===== config.mk =====
export PLATFORM = sky130hd
export DESIGN_NAME = i3c_cmd_sequencer
export DESIGN_NICKNAME = d
export VERILOG_FILES = /design/src/rtl/i3c_cmd_sequencer_pkg.sv /design/src/rtl/i3c_sync_fifo.sv /design/src/rtl/i3c_cmd_sequencer.sv
export SDC_FILE = /design/constraint.sdc
export NUM_CORES = 1
export LEC_CHECK = 0
export ABC_CLOCK_PERIOD_IN_PS = 6900
export BUFFER_PORTS_ARGS = -buffer_cell sky130_fd_sc_hd__buf_4
export CAP_MARGIN = 0
export CORE_ASPECT_RATIO = 1.2
export CORE_MARGIN = 2
export CORE_UTILIZATION = 45
export CTS_CLUSTER_SIZE = 24
export DETAILED_ROUTE_END_ITERATION = 7
export SETUP_SLACK_MARGIN = 0.5
export SYNTH_ARGS = -nofsm -noshare
export SYNTH_HDL_FRONTEND = slang
export SYNTH_SLANG_ARGS = --single-unit

===== constraint.sdc =====
create_clock -name clk_i -period 6.9 [get_ports clk_i]
set_input_delay 0.345 -clock clk_i [delete_from_list [all_inputs] [get_ports clk_i]]
set_output_delay 0.345 -clock clk_i [all_outputs]
set_load 0.02 [all_outputs]

===== src/rtl/i3c_cmd_sequencer_pkg.sv =====
`default_nettype none
// ============================================================================
// i3c_cmd_sequencer_pkg : shared widths and FSM encodings for the sequencer
// Rev 1.0
// ============================================================================
package i3c_cmd_sequencer_pkg;

    localparam int ADDR_WIDTH = 7;
    localparam int DATA_WIDTH = 8;
    localparam int CMD_W      = 1 + ADDR_WIDTH + DATA_WIDTH;
    localparam int RSP_W      = 2 + DATA_WIDTH;

    typedef enum logic [1:0] {
        SEQ_IDLE  = 2'd0,
        SEQ_ISSUE = 2'd1,
        SEQ_WAIT  = 2'd2
    } seq_state_e;

endpackage
`default_nettype wire


===== src/rtl/i3c_sync_fifo.sv =====
`default_nettype none
// ============================================================================
// i3c_sync_fifo : single-clock FIFO with wrap-bit pointers, head-of-queue read
// Rev 1.0
// ============================================================================
module i3c_sync_fifo #(
    parameter int WIDTH = 8,
    parameter int DEPTH = 4
) (
    input  logic                     clk_i,
    input  logic                     rst_i,
    input  logic                     push_i,
    input  logic [WIDTH-1:0]         wdata_i,
    input  logic                     pop_i,
    output logic [WIDTH-1:0]         rdata_o,
    output logic                     full_o,
    output logic                     empty_o,
    output logic [$clog2(DEPTH):0]   count_o
);

    localparam int AW = $clog2(DEPTH);

    logic [WIDTH-1:0] mem_q [DEPTH];
    logic [AW:0]      wr_ptr_q;
    logic [AW:0]      rd_ptr_q;
    logic             w_push;
    logic             w_pop;

    // Same index with differing wrap bits means the writer lapped the reader.
    assign full_o  = (wr_ptr_q[AW] != rd_ptr_q[AW]) &&
                     (wr_ptr_q[AW-1:0] == rd_ptr_q[AW-1:0]);
    assign empty_o = (wr_ptr_q == rd_ptr_q);
    assign count_o = wr_ptr_q - rd_ptr_q;
    assign rdata_o = mem_q[rd_ptr_q[AW-1:0]];

    assign w_push  = push_i && !full_o;
    assign w_pop   = pop_i && !empty_o;

    always_ff @(posedge clk_i) begin
        if (rst_i) begin
            wr_ptr_q <= '0;
            rd_ptr_q <= '0;
        end else begin
            if (w_push) wr_ptr_q <= wr_ptr_q + 1'b1;
            if (w_pop)  rd_ptr_q <= rd_ptr_q + 1'b1;
        end
    end

    always_ff @(posedge clk_i) begin
        if (w_push) mem_q[wr_ptr_q[AW-1:0]] <= wdata_i;
    end

endmodule
`default_nettype wire


===== src/rtl/i3c_cmd_sequencer.sv =====
`default_nettype none
// ============================================================================
// i3c_cmd_sequencer : queues host commands, issues them to i3c_controller one
//                     at a time and returns one response each, with watchdog
// Rev 1.0
// ============================================================================
module i3c_cmd_sequencer
    import i3c_cmd_sequencer_pkg::*;
#(
    parameter int CMD_DEPTH      = 4,
    parameter int RSP_DEPTH      = 4,
    parameter int TIMEOUT_CYCLES = 4096
) (
    input  logic                  clk_i,
    input  logic                  rst_i,
    input  logic                  cmd_valid_i,
    output logic                  cmd_ready_o,
    input  logic                  cmd_rnw_i,
    input  logic [ADDR_WIDTH-1:0] cmd_addr_i,
    input  logic [DATA_WIDTH-1:0] cmd_wdata_i,
    output logic                  rsp_valid_o,
    input  logic                  rsp_ready_i,
    output logic [DATA_WIDTH-1:0] rsp_rdata_o,
    output logic                  rsp_err_o,
    output logic                  rsp_timeout_o,
    output logic [ADDR_WIDTH-1:0] device_address_o,
    output logic                  start_transfer_o,
    output logic                  is_read_o,
    output logic [DATA_WIDTH-1:0] write_data_o,
    input  logic [DATA_WIDTH-1:0] read_data_i,
    input  logic                  transfer_complete_i,
    input  logic                  error_i,
    output logic                  busy_o
);

    localparam int WDOG_W = $clog2(TIMEOUT_CYCLES);
    localparam logic [WDOG_W-1:0] WDOG_LAST = WDOG_W'(TIMEOUT_CYCLES - 1);

    seq_state_e              state_q;
    logic [ADDR_WIDTH-1:0]   addr_q;
    logic                    rnw_q;
    logic [DATA_WIDTH-1:0]   wdata_q;
    logic                    start_q;
    logic [WDOG_W-1:0]       wdog_q;
    logic                    tc_prev_q;
    logic                    err_prev_q;

    logic                    w_cmd_push;
    logic                    w_cmd_pop;
    logic [CMD_W-1:0]        w_cmd_head;
    logic                    w_cmd_full;
    logic                    w_cmd_empty;
    logic [$clog2(CMD_DEPTH):0] w_unused_cmd_count;

    logic                    w_rsp_push;
    logic [RSP_W-1:0]        w_rsp_wdata;
    logic [RSP_W-1:0]        w_rsp_head;
    logic                    w_rsp_full;
    logic                    w_rsp_empty;
    logic [$clog2(RSP_DEPTH):0] w_unused_rsp_count;

    logic                    w_tc_edge;
    logic                    w_err_edge;
    logic                    w_expire;

    assign cmd_ready_o = !rst_i && !w_cmd_full;
    assign w_cmd_push  = cmd_valid_i && cmd_ready_o;
    assign w_cmd_pop   = (state_q == SEQ_ISSUE);

    i3c_sync_fifo #(
        .WIDTH (CMD_W),
        .DEPTH (CMD_DEPTH)
    ) u_cmd_fifo (
        .clk_i   (clk_i),
        .rst_i   (rst_i),
        .push_i  (w_cmd_push),
        .wdata_i ({cmd_rnw_i, cmd_addr_i, cmd_wdata_i}),
        .pop_i   (w_cmd_pop),
        .rdata_o (w_cmd_head),
        .full_o  (w_cmd_full),
        .empty_o (w_cmd_empty),
        .count_o (w_unused_cmd_count)
    );

    assign w_tc_edge  = transfer_complete_i && !tc_prev_q;
    assign w_err_edge = error_i && !err_prev_q;
    assign w_expire   = (wdog_q == WDOG_LAST);
    assign w_rsp_push = (state_q == SEQ_WAIT) && (w_tc_edge || w_err_edge || w_expire);

    // Priority: controller error, then completion, then watchdog expiry.
    always_comb begin
        w_rsp_wdata = {1'b1, 1'b1, {DATA_WIDTH{1'b0}}};
        if (w_err_edge) begin
            w_rsp_wdata = {1'b1, 1'b0, {DATA_WIDTH{1'b0}}};
        end else if (w_tc_edge) begin
            w_rsp_wdata = {1'b0, 1'b0, (rnw_q ? read_data_i : {DATA_WIDTH{1'b0}})};
        end
    end

    i3c_sync_fifo #(
        .WIDTH (RSP_W),
        .DEPTH (RSP_DEPTH)
    ) u_rsp_fifo (
        .clk_i   (clk_i),
        .rst_i   (rst_i),
        .push_i  (w_rsp_push),
        .wdata_i (w_rsp_wdata),
        .pop_i   (rsp_ready_i),
        .rdata_o (w_rsp_head),
        .full_o  (w_rsp_full),
        .empty_o (w_rsp_empty),
        .count_o (w_unused_rsp_count)
    );

    assign rsp_valid_o   = !w_rsp_empty;
    assign rsp_err_o     = rsp_valid_o && w_rsp_head[RSP_W-1];
    assign rsp_timeout_o = rsp_valid_o && w_rsp_head[RSP_W-2];
    assign rsp_rdata_o   = rsp_valid_o ? w_rsp_head[DATA_WIDTH-1:0] : {DATA_WIDTH{1'b0}};

    assign device_address_o = addr_q;
    assign is_read_o        = rnw_q;
    assign write_data_o     = wdata_q;
    assign start_transfer_o = start_q;
    assign busy_o           = (state_q != SEQ_IDLE);

    // Leaving IDLE requires a free response slot; with one transfer in flight
    // that slot stays reserved until the response is written.
    always_ff @(posedge clk_i) begin
        if (rst_i) begin
            state_q    <= SEQ_IDLE;
            addr_q     <= '0;
            rnw_q      <= 1'b0;
            wdata_q    <= '0;
            start_q    <= 1'b0;
            wdog_q     <= '0;
            tc_prev_q  <= 1'b0;
            err_prev_q <= 1'b0;
        end else begin
            tc_prev_q  <= transfer_complete_i;
            err_prev_q <= error_i;
            start_q    <= 1'b0;
            case (state_q)
                SEQ_IDLE: begin
                    if (!w_cmd_empty && !w_rsp_full) begin
                        state_q                   <= SEQ_ISSUE;
                        start_q                   <= 1'b1;
                        {rnw_q, addr_q, wdata_q}  <= w_cmd_head;
                    end
                end
                SEQ_ISSUE: begin
                    wdog_q  <= '0;
                    state_q <= SEQ_WAIT;
                end
                SEQ_WAIT: begin
                    if (w_rsp_push) begin
                        state_q <= SEQ_IDLE;
                    end else begin
                        wdog_q <= wdog_q + 1'b1;
                    end
                end
                default: state_q <= SEQ_IDLE;
            endcase
        end
    end

endmodule
`default_nettype wire


# [Word level (Yosys, flattened, before mapping)]
# Memory sizes are Yosys's and may differ from the RTL's. A register that Yosys moved wholly into a read port is not among the register bits.
# Index checks and enable logic that the tools add are counted.
# Widths: inputs -> output; s select.
[word_totals] regBits=29 ram_bits=104 in_bits=30 out_inout_bits=30 elab_cells=75 n_memories=2
[mem_list] name="u_cmd_fifo.mem_q" depth=4 word_bits=16 read_ports=1 rd_clocked_by_memory_dff=1 write_ports=1 line_no="i3c_sync_fifo.sv:23" rtl="logic [WIDTH-1:0] mem_q [DEPTH];"
[mem_list] name="u_rsp_fifo.mem_q" depth=4 word_bits=10 read_ports=1 rd_clocked_by_memory_dff=1 write_ports=1 line_no="i3c_sync_fifo.sv:23"
[classes] add_sub_neg=5 n_eq_ne=12 muxes=16 n_bitwise=1 n_reduce_logical=30
[op_table] op="$pmux 12 s2" count=1
[op_table] op="$mux 10" count=2
[op_table] op="$mux 8" count=2
[op_table] op="$logic_and 1x1->1" count=14
[op_table] op="$add 12x1->12 const B" count=1
[op_table] op="$add 3x1->3 const B" count=4
[op_table] op="$eq 12x12->1 const B" count=1
[op_table] op="$mux 12" count=1
[op_table] op="$mux 2" count=4
[op_table] op="$logic_not 1->1" count=7
[op_table] op="$eq 3x3->1" count=2
[op_table] op="$pmux 2 s3" count=1
[op_table] op="$reduce_and 2->1" count=3
[op_table] op="$mux 1" count=5
[op_table] op="$eq 2x2->1" count=2
[op_table] op="$ne 2x2->1 const B" count=2
[op_table] op="$reduce_bool 2->1" count=2
[op_table] op="$eq 2x1->1 const B" count=1
[op_table] op="$eq 2x2->1 const B" count=1
[op_table] op="$logic_not 2->1" count=1
[op_table] op="$logic_or 1x1->1" count=2
[op_table] op="$ne 1x1->1" count=2
[op_table] op="$ne 2x1->1 const B" count=1
[op_table] op="$reduce_or 2->1" count=1
[op_table] op="$not 1->1" count=1

# [Longest topological paths before layout]
[logic_depth] depth_word=8 mapped_depth=6 ltp_nobuf=5

# [Hierarchy]
# Synthesis repeated with hierarchy kept, for this count alone.
[unflattened] hier_cells=467 area_unflattened_um2=6502.5
[modules_own_cells] module="i3c_sync_fifo at u_cmd_fifo" n_inst=1 cells_each=151 area_per_inst_um2=2896.5 seq_area_each_um2=2082.0
[modules_own_cells] module="i3c_sync_fifo at u_rsp_fifo" n_inst=1 cells_each=119 area_per_inst_um2=2028.2 seq_area_each_um2=1361.3
[modules_own_cells] module="i3c_cmd_sequencer" n_inst=1 cells_each=197 area_per_inst_um2=1577.8 seq_area_each_um2=660.6

# [Worst setup path before layout]
# Ideal clock, no wire load.
[synth_path] path_type="reg-to-reg" startpoint="reg wdog_q[0]" endpoint="reg u_rsp_fifo.wr_ptr_q[2]" t_arrival_ns=2.218 required_time_ns=6.779 setup_slack_ns=4.561 path_stages_with_launch=6 synth_period_minus_slack_ns=2.339 path_cell_list="dfxtp_1 ha_1 nand4_2 or3_4 a2111oi_4 mux2_4"
[synth_between] elab_chain_len=4
[synth_lines] element="from (decl)" line_no="i3c_cmd_sequencer.sv:44" rtl="logic [WDOG_W-1:0] wdog_q;"
[synth_lines] element="from (signal assigned)" line_no="i3c_cmd_sequencer.sv:158" rtl="wdog_q <= wdog_q + 1'b1;"
[synth_lines] element="$eq 12x12->1" line_no="i3c_cmd_sequencer.sv:87" rtl="assign w_expire = (wdog_q == WDOG_LAST);"
[synth_lines] element="$logic_or 1x1->1" line_no="i3c_cmd_sequencer.sv:88" rtl="assign w_rsp_push = (state_q == SEQ_WAIT) && (w_tc_edge || w_err_edge || w_expire);"
[synth_lines] element="$logic_and 1x1->1" line_no="i3c_cmd_sequencer.sv:88"
[synth_lines] element="$logic_and 1x1->1" line_no="i3c_sync_fifo.sv:36" rtl="assign w_push = push_i && !full_o;"
[synth_lines] element="to (signal assigned)" line_no="i3c_sync_fifo.sv:44" rtl="if (w_push) wr_ptr_q <= wr_ptr_q + 1'b1;"
[synth_lines] element="to (decl)" line_no="i3c_sync_fifo.sv:24" rtl="logic [AW:0] wr_ptr_q;"
# Every way passes these cells.
# A chain may end at the register's enable or synchronous reset.

# [Final worst setup path]
[layout_path] startpoint="reg u_cmd_fifo.rd_ptr_q[1]" endpoint="mem u_cmd_fifo.mem_q[3][1] (netlist bit), enable pin"
[layout_between] elab_chain_len=8
[layout_lines] element="from (decl)" line_no="i3c_sync_fifo.sv:25" rtl="logic [AW:0] rd_ptr_q;"
[layout_lines] element="from (signal assigned)" line_no="i3c_sync_fifo.sv:45" rtl="if (w_pop) rd_ptr_q <= rd_ptr_q + 1'b1;"
[layout_lines] element="$eq 2x2->1 *" line_no="i3c_sync_fifo.sv:31" rtl="(wr_ptr_q[AW-1:0] == rd_ptr_q[AW-1:0]);"
[layout_lines] element="$logic_and 1x1->1 *" line_no="i3c_sync_fifo.sv:30" rtl="assign full_o = (wr_ptr_q[AW] != rd_ptr_q[AW]) &&"
[layout_lines] element="$logic_not 1->1 *" line_no="i3c_sync_fifo.sv:36, i3c_cmd_sequencer.sv:66"
[layout_lines] element="$logic_and 1x1->1" line_no="i3c_cmd_sequencer.sv:66" rtl="assign cmd_ready_o = !rst_i && !w_cmd_full;"
[layout_lines] element="$logic_and 1x1->1" line_no="i3c_cmd_sequencer.sv:67" rtl="assign w_cmd_push = cmd_valid_i && cmd_ready_o;"
[layout_lines] element="$logic_and 1x1->1 *" line_no="i3c_sync_fifo.sv:36"
[layout_lines] element="$mux 1 *" line_no="i3c_sync_fifo.sv:50" rtl="if (w_push) mem_q[wr_ptr_q[AW-1:0]] <= wdata_i;"
[layout_lines] element="$mux 1 (implied by the code) *" line_no="i3c_sync_fifo.sv:50"
[layout_lines] element="to (decl)" line_no="i3c_sync_fifo.sv:23"
# Every way passes the cells marked *; elsewhere a longest branch is shown, timed or not.

==> metrics.csv <==
metric;value;unit
status;completed;
sequential cell area fraction in the yosys report;0.654;
commonest non-fill, non-tap cell in the layout;edfxtp_1;
mux cell area share after synthesis;0.108;
clock-pin slew on the worst setup and hold paths;0.06;ns
Synth Area in Adders;0.0221;
#FFs+latches synth;151;
total global-route track usage;0.167;
largest net degree at the start of global routing;49;
Via density;5.39;
M3 GR Usage;0.0362;
Clock Latency Late Sink;0.41;ns
placed insts;632;
Relative slew margins;0.390;
TritonCTS clock tree;done;
Fin Hold WS;0.138;ns
nets;521;
VDD IR max;0.170;mV
DRT antenna net count;0;
pre-CTS setup slack;4.04;ns
First-pass DRT Iterations;4;
Post-synth EDFFs;104;
Synth Net Count;460;
Starting Density;0.456;
Setup CP Type;reg2reg;
via count;3579;
Layout area overhead;19.7;%
Worst Path Arrival;2.84;ns
Iter 0 DRT Violations;126;
largest family of logic cells by synthesized area;multiplexers;
worst-case clock skew;0.00554;ns
Layout Cells excl Fill;664;
most frequent cells in the layout;edfxtp_1, buf_4, dfxtp_1, mux4_2, nand3_1;
Synth top area share;0.502;
Final Max Slew Viols;0;
Yosys cell types;50;
cts bufs inserted;17;
Crit Path Max Fanout;19;
Final Cycle Share;0.407;
I/O Buffers;59;
final wirelength;11.5;mm
GRT Residual Overflow;0;
register area;4060;um2
share of cells above drive strength 1;0.266;
Final TNS setup;0;ns
drt wl/cell;17.3;um
cell area after synthesis;6220;um2
first-pass GRT wire length;19.0;mm
hpwl dp;7.46;mm
R2R setup slack;4.09;ns
Worst setup EP type;flop;
Post-synth top flop;edfxtp_1;
Setup WS post-layout;4.09;ns
met1 usage;0.197;
cts hold-fix bufs;0;
Site Rows;47;
CTS Root Cell;clkbuf_16;
Sink Count;151;
Placement Cell Area;6810;um2
vias in the first global route;3647;
Tightest Pin Transition;0.912;ns
Syn. warnings;0;
Post-CTS Setup Repair Bufs;0;
simple-gate area share of the yosys netlist;0.103;
CORE AREA;13600;um2
die area;14800;um2
worst min-delay path class;in2reg;
Most Crowded Layer GR;met2;
max-capacitance violation count;0;
Synth Area in Compound Gates;0.0717;
RSZ-0062 raised after global routing;no;
Fin. Hold Viols;0;
# DRC;0;
die extent in x;111;um
post-route cell area;7440;um2
Leak;2.59;nW
post-synthesis cell count;419;
syn avg cell area;14.8;um2
synth top area cells;edfxtp_1, dfxtp_1, mux4_2;
min cycle time layout;2.81;ns
Cell Pwr Density;299;nW/um2
initial antenna violation count;0;
Required @ worst endpoint;6.93;ns
final setup vio count;0;
XOR/XNOR Fraction of Synth Area;0.0211;
number of gates resized after CTS;0;
Yosys top cell by area;edfxtp_1;
Antenna diodes;0;
Clock Tree Buf Depth;2;
gp weighted congestion;0.767;
met2 global-route usage;0.295;
IO Pins;60;
area of the multi-input gates;2030;um2
# fillers;1139;
H-tree lvl count;4;
Max Freq;356;MHz
startpoint types;flop;
Die Y;133;um
Async SR Flop Fraction;0;
## metrics by stage
stage | utilization | total power, mW
2_1_floorplan | - | 1.18
3_3_place_gp | 0.499 | 1.27
3_5_place_dp | 0.499 | 1.28
4_1_cts | 0.546 | 2.25
5_1_grt | 0.546 | 2.31
6_report | 0.546 | 2.23
## registers in the layout (all words and copies together) (netlist names), named ones only
name	cells
tc_prev_q	1
u_cmd_fifo.wr_ptr_q	3
u_rsp_fifo.mem_q	40
u_rsp_fifo.wr_ptr_q	3
write_data_o	8
device_address_o	7
u_rsp_fifo.rd_ptr_q	3
start_transfer_o	1
is_read_o	1
u_cmd_fifo.mem_q	64
state_q	2
err_prev_q	1
wdog_q	12
u_cmd_fifo.rd_ptr_q	3
## Yosys cell counts, types with 4 or more instances
master	number
nand2_1	7
nand2b_1	5
and2_1	15
inv_1	11
o21ai_0	20
nor2b_1	16
buf_2	6
xor2_1	6
or4_1	4
nand3_1	24
mux2i_1	6
clkbuf_1	12
nor3_1	9
ha_1	11
a21oi_1	19
o31ai_1	7
nor2_1	13
xnor2_1	9
or3_1	5
dfxtp_1	47
edfxtp_1	104
mux4_2	26
a21boi_1	4
## power by group
part,internal [mW],leakage [nW],switching (mW)
Sequential,1.00,1.34,0.0208
Clock,0.626,0.304,0.346
Combinational,0.0974,0.939,0.131
Total,1.73,2.59,0.498
## path summary, 6_finish.rpt
| path | depth (start not counted) | from | to |
|---|---|---|---|
| worst min register to register | 2 | write_data_o[2]$_SDFFE_PP0P_ | write_data_o[2]$_SDFFE_PP0P_ |
| worst max register to register | 3 | u_cmd_fifo.rd_ptr_q[1]$_SDFFE_PP0P_ | u_cmd_fifo.mem_q[3][1]$_DFFE_PP_ |
| worst min-delay path | 1 | cmd_addr_i[3] | u_cmd_fifo.mem_q[3][11]$_DFFE_PP_ |
| worst max-delay path | 3 | u_cmd_fifo.rd_ptr_q[1]$_SDFFE_PP0P_ | u_cmd_fifo.mem_q[3][1]$_DFFE_PP_ |
## area by class of cell
class / instances / area share
clock buffer: 21 / 0.0619
clock inverter: 11 / 0.0230
inverter: 11 / 0.00555
multi-input combinational: 237 / 0.272
sequential: 151 / 0.546
tap: 171 / 0.0287
timing repair buffer: 62 / 0.0625
## worst max-delay path, stage by stage, from the launching register on
cell      delay (ns)
dfxtp_1         0.86
xnor2_1         0.31
a311oi_2        0.48
and2_1          0.78
## kinds of logic (layout without fill, tap and decap cells)
kind of cell	after synthesis	count (layout)
muxes	34	34
DFF	151	151
xor gates and xnor gates	15	15
AOI/OAI and AO/OA	66	66
and+or+nand+nor	111	111
adders and majority gates	11	11
buffers and inverters	31	105
## layer usage
metal	routed length, um	up-vias
met3	436	17
met4	185	0
li1	-	1724
met2	6260	67
met1	4590	1771
met5	0	-
Power figures use the tool's default switching activity.
